===== src/rtl/spi_word_fetcher_if.sv =====
// Host request/response and byte-wide flash port bundle for spi_word_fetcher.
// master: the fetcher itself; slave: host plus flash block.
interface spi_word_fetcher_if;
    logic        req;
    logic        we;
    logic [23:0] addr;
    logic [7:0]  wdata;
    logic        busy;
    logic        done;
    logic        err;
    logic [31:0] rdata;
    logic        cs;
    logic        readMem;
    logic [23:0] addressBus;
    logic [7:0]  dataIn;
    logic        ready;
    logic [7:0]  dataOut;

    modport master (
        input  req, we, addr, wdata, ready, dataOut,
        output busy, done, err, rdata, cs, readMem, addressBus, dataIn
    );

    modport slave (
        output req, we, addr, wdata, ready, dataOut,
        input  busy, done, err, rdata, cs, readMem, addressBus, dataIn
    );
endinterface


===== src/rtl/spi_word_fetcher.sv =====
// Splits a word read into WORD_BYTES single-byte flash reads (little-endian assembly),
// forwards single-byte writes, and aborts any byte that waits too long for ready.
module spi_word_fetcher #(
    parameter int unsigned WORD_BYTES = 4,
    parameter int unsigned TIMEOUT    = 4096,
    parameter int unsigned TO_W       = 13
) (
    input logic                 clk,
    input logic                 rst,
    spi_word_fetcher_if.master  bus
);

    typedef enum logic [2:0] {StIdle, StIssue, StWait, StGap, StAbort, StDone} state_e;

    state_e            state_q, state_d;
    logic              we_q, we_d;
    logic [23:0]       base_q, base_d;
    logic [7:0]        wdata_q, wdata_d;
    logic [1:0]        idx_q, idx_d;
    logic [TO_W-1:0]   to_q, to_d;
    logic [31:0]       shadow_q, shadow_d;
    logic [31:0]       rdata_q, rdata_d;
    logic              abort_q, abort_d;

    always_ff @(posedge clk) begin
        if (!rst) begin
            state_q  <= StIdle;
            we_q     <= 1'b0;
            base_q   <= '0;
            wdata_q  <= '0;
            idx_q    <= '0;
            to_q     <= '0;
            shadow_q <= '0;
            rdata_q  <= '0;
            abort_q  <= 1'b0;
        end else begin
            state_q  <= state_d;
            we_q     <= we_d;
            base_q   <= base_d;
            wdata_q  <= wdata_d;
            idx_q    <= idx_d;
            to_q     <= to_d;
            shadow_q <= shadow_d;
            rdata_q  <= rdata_d;
            abort_q  <= abort_d;
        end
    end

    always_comb begin
        state_d  = state_q;
        we_d     = we_q;
        base_d   = base_q;
        wdata_d  = wdata_q;
        idx_d    = idx_q;
        to_d     = to_q;
        shadow_d = shadow_q;
        rdata_d  = rdata_q;
        abort_d  = abort_q;

        unique case (state_q)
            StIdle: begin
                if (bus.req) begin
                    we_d     = bus.we;
                    base_d   = bus.addr;
                    wdata_d  = bus.wdata;
                    idx_d    = '0;
                    shadow_d = '0;
                    abort_d  = 1'b0;
                    state_d  = StIssue;
                end
            end
            StIssue: begin
                to_d    = '0;
                state_d = StWait;
            end
            StWait: begin
                to_d = to_q + 1'b1;
                // ready has priority over an expiring timeout in the same cycle
                if (bus.ready) begin
                    if (!we_q) begin
                        shadow_d[{idx_q, 3'b000} +: 8] = bus.dataOut;
                    end
                    state_d = StGap;
                end else if (to_q == TO_W'(TIMEOUT - 1)) begin
                    state_d = StAbort;
                end
            end
            StGap: begin
                if (!bus.ready) begin
                    if (we_q || idx_q == 2'(WORD_BYTES - 1)) begin
                        // Publish the whole word at once so rdata is valid alongside done
                        if (!we_q) begin
                            rdata_d = shadow_q;
                        end
                        state_d = StDone;
                    end else begin
                        idx_d   = idx_q + 1'b1;
                        state_d = StIssue;
                    end
                end
            end
            StAbort: begin
                abort_d = 1'b1;
                state_d = StDone;
            end
            StDone: begin
                state_d = StIdle;
            end
            default: begin
                state_d = StIdle;
            end
        endcase
    end

    logic cs_w;
    assign cs_w = (state_q == StIssue) || (state_q == StWait);

    assign bus.cs         = cs_w;
    assign bus.readMem    = cs_w & ~we_q;
    assign bus.addressBus = base_q + {22'd0, idx_q};
    assign bus.dataIn     = wdata_q;
    assign bus.busy       = (state_q == StIssue) || (state_q == StWait) ||
                            (state_q == StGap)   || (state_q == StAbort);
    assign bus.done       = (state_q == StDone);
    assign bus.err        = (state_q == StDone) & abort_q;
    assign bus.rdata      = rdata_q;

endmodule


===== src/flat_wrapper.sv =====
// flat-port wrapper written by rule: the top's interface ports become plain ports
module spi_word_fetcher_flat 
#(
    parameter int unsigned WORD_BYTES = 4,
    parameter int unsigned TIMEOUT    = 4096,
    parameter int unsigned TO_W       = 13
)
  (clk, rst, bus_req, bus_we, bus_addr, bus_wdata, bus_ready, bus_dataOut, bus_busy, bus_done, bus_err, bus_rdata, bus_cs, bus_readMem, bus_addressBus, bus_dataIn);
  spi_word_fetcher_if bus_i ();
  input logic clk;
  input logic rst;
  input wire logic [$bits(bus_i.req)-1:0] bus_req;
  input wire logic [$bits(bus_i.we)-1:0] bus_we;
  input wire logic [$bits(bus_i.addr)-1:0] bus_addr;
  input wire logic [$bits(bus_i.wdata)-1:0] bus_wdata;
  input wire logic [$bits(bus_i.ready)-1:0] bus_ready;
  input wire logic [$bits(bus_i.dataOut)-1:0] bus_dataOut;
  output wire logic [$bits(bus_i.busy)-1:0] bus_busy;
  output wire logic [$bits(bus_i.done)-1:0] bus_done;
  output wire logic [$bits(bus_i.err)-1:0] bus_err;
  output wire logic [$bits(bus_i.rdata)-1:0] bus_rdata;
  output wire logic [$bits(bus_i.cs)-1:0] bus_cs;
  output wire logic [$bits(bus_i.readMem)-1:0] bus_readMem;
  output wire logic [$bits(bus_i.addressBus)-1:0] bus_addressBus;
  output wire logic [$bits(bus_i.dataIn)-1:0] bus_dataIn;
  assign bus_i.req = bus_req;
  assign bus_i.we = bus_we;
  assign bus_i.addr = bus_addr;
  assign bus_i.wdata = bus_wdata;
  assign bus_i.ready = bus_ready;
  assign bus_i.dataOut = bus_dataOut;
  assign bus_busy = bus_i.busy;
  assign bus_done = bus_i.done;
  assign bus_err = bus_i.err;
  assign bus_rdata = bus_i.rdata;
  assign bus_cs = bus_i.cs;
  assign bus_readMem = bus_i.readMem;
  assign bus_addressBus = bus_i.addressBus;
  assign bus_dataIn = bus_i.dataIn;
  spi_word_fetcher #(.WORD_BYTES(WORD_BYTES), .TIMEOUT(TIMEOUT), .TO_W(TO_W)) u_core (.clk(clk), .rst(rst), .bus(bus_i));
endmodule

===== config.mk =====
export PLATFORM = sky130hd
export DESIGN_NAME = spi_word_fetcher_flat
export DESIGN_NICKNAME = d
export VERILOG_FILES = /design/src/rtl/spi_word_fetcher_if.sv /design/src/rtl/spi_word_fetcher.sv /design/src/flat_wrapper.sv
export SDC_FILE = /design/constraint.sdc
export NUM_CORES = 1
export LEC_CHECK = 0
export ABC_AREA = 1
export BUFFER_PORTS_ARGS = -buffer_cell sky130_fd_sc_hd__clkbuf_2
export CAP_MARGIN = 20
export CORE_MARGIN = 2
export CORE_UTILIZATION = 42
export DETAILED_ROUTE_END_ITERATION = 8
export HOLD_SLACK_MARGIN = 0.12
export PLACE_DENSITY = 0.72
export RECOVER_POWER = 100
export SYNTH_ARGS = -nofsm -noshare
export SYNTH_HDL_FRONTEND = slang
export SYNTH_SLANG_ARGS = --single-unit

===== constraint.sdc =====
create_clock -name clk -period 5.3 [get_ports clk]
set_input_delay 0.795 -clock clk [delete_from_list [all_inputs] [get_ports clk]]
set_output_delay 0.795 -clock clk [all_outputs]
set_load 0.05 [all_outputs]

==> impl_summary.log <==
[metrics] result of the run: finished with violations
[metrics] failing checks: max-capacitance violations, max-slew violations
[metrics] clock network latency to the later pin of the worst-skew pair: 0.41 ns
[metrics] dpl hpwl: 9650 um
[metrics] routed length per instance: 12.2 um
[metrics] met1 usage in global routing: 24.7%
[metrics] GPL Wtd Cong: 0.870
[metrics] fin crit period: 4.13 ns
[metrics] number of primary I/O pins: 114
[metrics] unrepaired setup endpoints after global routing: false
[metrics] WP data required: 5.62 ns
[metrics] ant diodes: 0
[metrics] global route total overflow: 0
[metrics] RR Endpoint: u_core.shadow_q[27]$_SDFFE_PN0P_
[metrics] Most common cell on crit path: sky130_fd_sc_hd__clkbuf_1
[metrics] root buf cell: sky130_fd_sc_hd__clkbuf_16
[metrics] Power Dens Cells: 539 nW/um2
[metrics] initial cell density of the core: 42.8%
[metrics] sequential share of the synthesized area: 41.1%
[metrics] TritonCTS buffer count: 17
[metrics] GRT Util Overall: 19.5%
[metrics] endpoints failing setup: 0
[metrics] setup fix buffers added after clock tree synthesis: 0
[metrics] buffers added on ports: 113
[metrics] first-iteration detailed-routing DRC count: 314
[metrics] first-pass GRT wire length: 22800 um
[metrics] pin count of the biggest net entering global routing: 94
[metrics] endpoint type of the worst setup path: flip-flop
[metrics] hold buffers post-CTS: 0
[metrics] longest individual stage delay on the worst path: 2.46 ns
[metrics] flop2flop setup slack: 1.98 ns
[metrics] critical-path maximum fanout: 93
[metrics] initial antenna violation count: 0
[metrics] buffer depth of the longest clock path: 2
[metrics] core area: 13200 um2
[metrics] Die H: 120 um
[metrics] end point of the most critical hold path: u_core.bus.rdata[4]$_SDFFE_PN0P_
[metrics] slew at the pin closest to its max-slew limit: 3.51 ns
[metrics] total count of hold-check failures in the final report: 0
[metrics] iteration count of the initial detailed-routing pass: 5
[metrics] total of max-cap violations: 2
[metrics] clk slew on worst S/H paths: 0.05 ns
[metrics] area overhead of the layout relative to synthesis: 20.2%
[metrics] vias in the first global route: 4941
[metrics] cell-by-cell trace of the critical path: clkbuf_1 > clkbuf_1 > o21ai_0 > a21oi_1
[metrics] number of vias per cell: 4.79
[metrics] cell count after synthesis: 850
[metrics] GR Layer Usage met2: 31.1%
[metrics] commonest non-fill, non-tap cell in the layout: sky130_fd_sc_hd__nand2_1
[metrics] setup TNS after final layout: 0 ns
[metrics] launching point of the worst reg2reg path: u_core.state_q[0]$_SDFFE_PN0P_
[metrics] TritonCTS clock tree: done
[metrics] Hold Crit Class: flip-flop to flip-flop
[metrics] busiest layer in global routing: met2
[metrics] H-tree levels: 4
[metrics] leading register cell type out of synthesis: sky130_fd_sc_hd__dfxtp_1
[metrics] net count after synthesis: 904
[metrics] final worst-path cycle share: 78.0%
[metrics] final routed wirelength across all metal layers: 13900 um
[metrics] share of cells above drive strength 1: 7.69%
[metrics] Synth Register Bits: 116
[metrics] met3 track utilization from global routing: 4.66%
[metrics] worst hold path stage count: 2
[metrics] unique cell type count in the Yosys netlist: 27
[metrics] Post-Synthesis Mean Instance Area: 6.65 um2
[metrics] number of sinks driven by the clock tree: 116
[metrics] post-route total power: 3.66 mW
[metrics] worst vdd rail ir drop: 251 uV
[metrics] Synth Cell Area: 5650 um2
[metrics] count of warnings emitted by yosys: 0
[metrics] most frequent cells in the layout: sky130_fd_sc_hd__nand2_1 (171), sky130_fd_sc_hd__inv_1 (157), sky130_fd_sc_hd__dfxtp_1 (116)
[metrics] P_leak: 2.94 nW
[metrics] remaining number of nets flagged by the antenna check after routing: 0
[metrics] width of the chip: 120 um
[metrics] HP Start: u_core.bus.rdata[4]$_SDFFE_PN0P_
[metrics] number of cell rows: 42
[metrics] maximum clock frequency: 242 MHz
[metrics] total number of nets in the final design: 1007
[metrics] slowest CP cell: sky130_fd_sc_hd__clkbuf_1
[metrics] Critical Path Start Type: primary input
[metrics] Layout Skew: 0.00701 ns
[metrics] Worst Reg-to-Reg Cells: 8
[metrics] Final Max Slew Viols: 130
[metrics] Slew headroom: -134%
[metrics] Post-route DRC: 0
[metrics] EDFF count, synth: 0
[metrics] data arrival time of the worst path: 4.46 ns
[metrics] die area: 14400 um2
[metrics] detailed-route via count: 5451
[metrics] CP Class: primary input to flip-flop
[metrics] post-cts repair resize count: 0
[metrics] async set-or-reset flop fraction in the synthesized netlist: 0%
worst max path at each step:
stage,start,endpoint,slack (ns),cells past startpoint
2_1_floorplan,u_core.idx_q[0]$_SDFFE_PN0P_,bus_addressBus[22],2.16,8
3_3_place_gp,u_core.idx_q[0]$_SDFFE_PN0P_,bus_addressBus[22],2.24,9
3_5_place_dp,u_core.idx_q[0]$_SDFFE_PN0P_,bus_addressBus[22],2.19,9
4_1_cts,u_core.idx_q[0]$_SDFFE_PN0P_,bus_addressBus[22],1.73,9
5_1_grt,rst,u_core.bus.rdata[23]$_SDFFE_PN0P_,0.89,4
6_report,rst,u_core.bus.rdata[23]$_SDFFE_PN0P_,1.17,4
power breakdown:
part	switching, mW	internal [mW]
clock	0.372	0.713
sequential	0.111	1.05
combinational	1.06	0.365
total	1.54	2.12
synth_stat cells, drive strengths merged (8+ instances only):
master,instances,area share [%]
nor2,88,6.0
dfxtp,116,41
o21ai,77,6.8
nand4,24,2.8
nand2,171,11
nand3,55,4.9
clkbuf,20,1.3
nor3,14,1.2
buf,12,1.0
inv,158,10
ha,8,1.8
a21oi,83,7.4
xor2,17,2.6
through the flow:
step           setup WS, ns  std cells  hold WS, ns  cell area [um2]  util [%]
6_report               1.17       1138        0.439             6790      51.5
3_5_place_dp           2.19       1109        0.436             6320      47.9
2_1_floorplan          2.16        850        0.427             5650         -
4_1_cts                1.73       1137        0.443             6880      52.1
3_3_place_gp           2.24       1109        0.433             6320      47.9
5_1_grt               0.885       1138        0.462             6790      51.5
routing by layer:
layer | vias to the layer above | share of wire, %
met1 | 2402 | 46
li1 | 2881 | -
met5 | - | 0
met3 | 27 | 5.7
met2 | 141 | 45
met4 | 0 | 2.7
state kept, by name, summed over array words and instances (netlist names):
signal / flops
u_core.we_q: 1
u_core.abort_q: 1
u_core.shadow_q: 32
u_core.to_q: 13
u_core.base_q: 24
u_core.bus.dataIn: 8
u_core.bus.rdata: 32
u_core.idx_q: 2
u_core.state_q: 3
worst max-delay path, delay by kind of cell:
kind | cells | cell delay (ns)
AOI/OAI and AO/OA | 2 | 1.07
buffers and inverters | 2 | 2.55
logic make-up (layout without fill, tap and decap cells):
logic type,count (synthesis),after routing,synth area share (%)
flops,116,116,41.1
simple gates,354,354,26.6
buf+inv,190,302,12.8
compound gates,163,163,14.6
xor+xnor,18,18,2.79
fa+ha+maj,9,9,2.13
area by class of cell:
type                       count  area [um2]
clock buffer                  22         474
clock inverter                 6        80.1
fill                        1362        6400
inverter                     158         593
multi-input combinational    544        2590
sequential                   116        2320
tap                          176         220
timing repair buffer         116         508
Power figures use the tool's default switching activity.
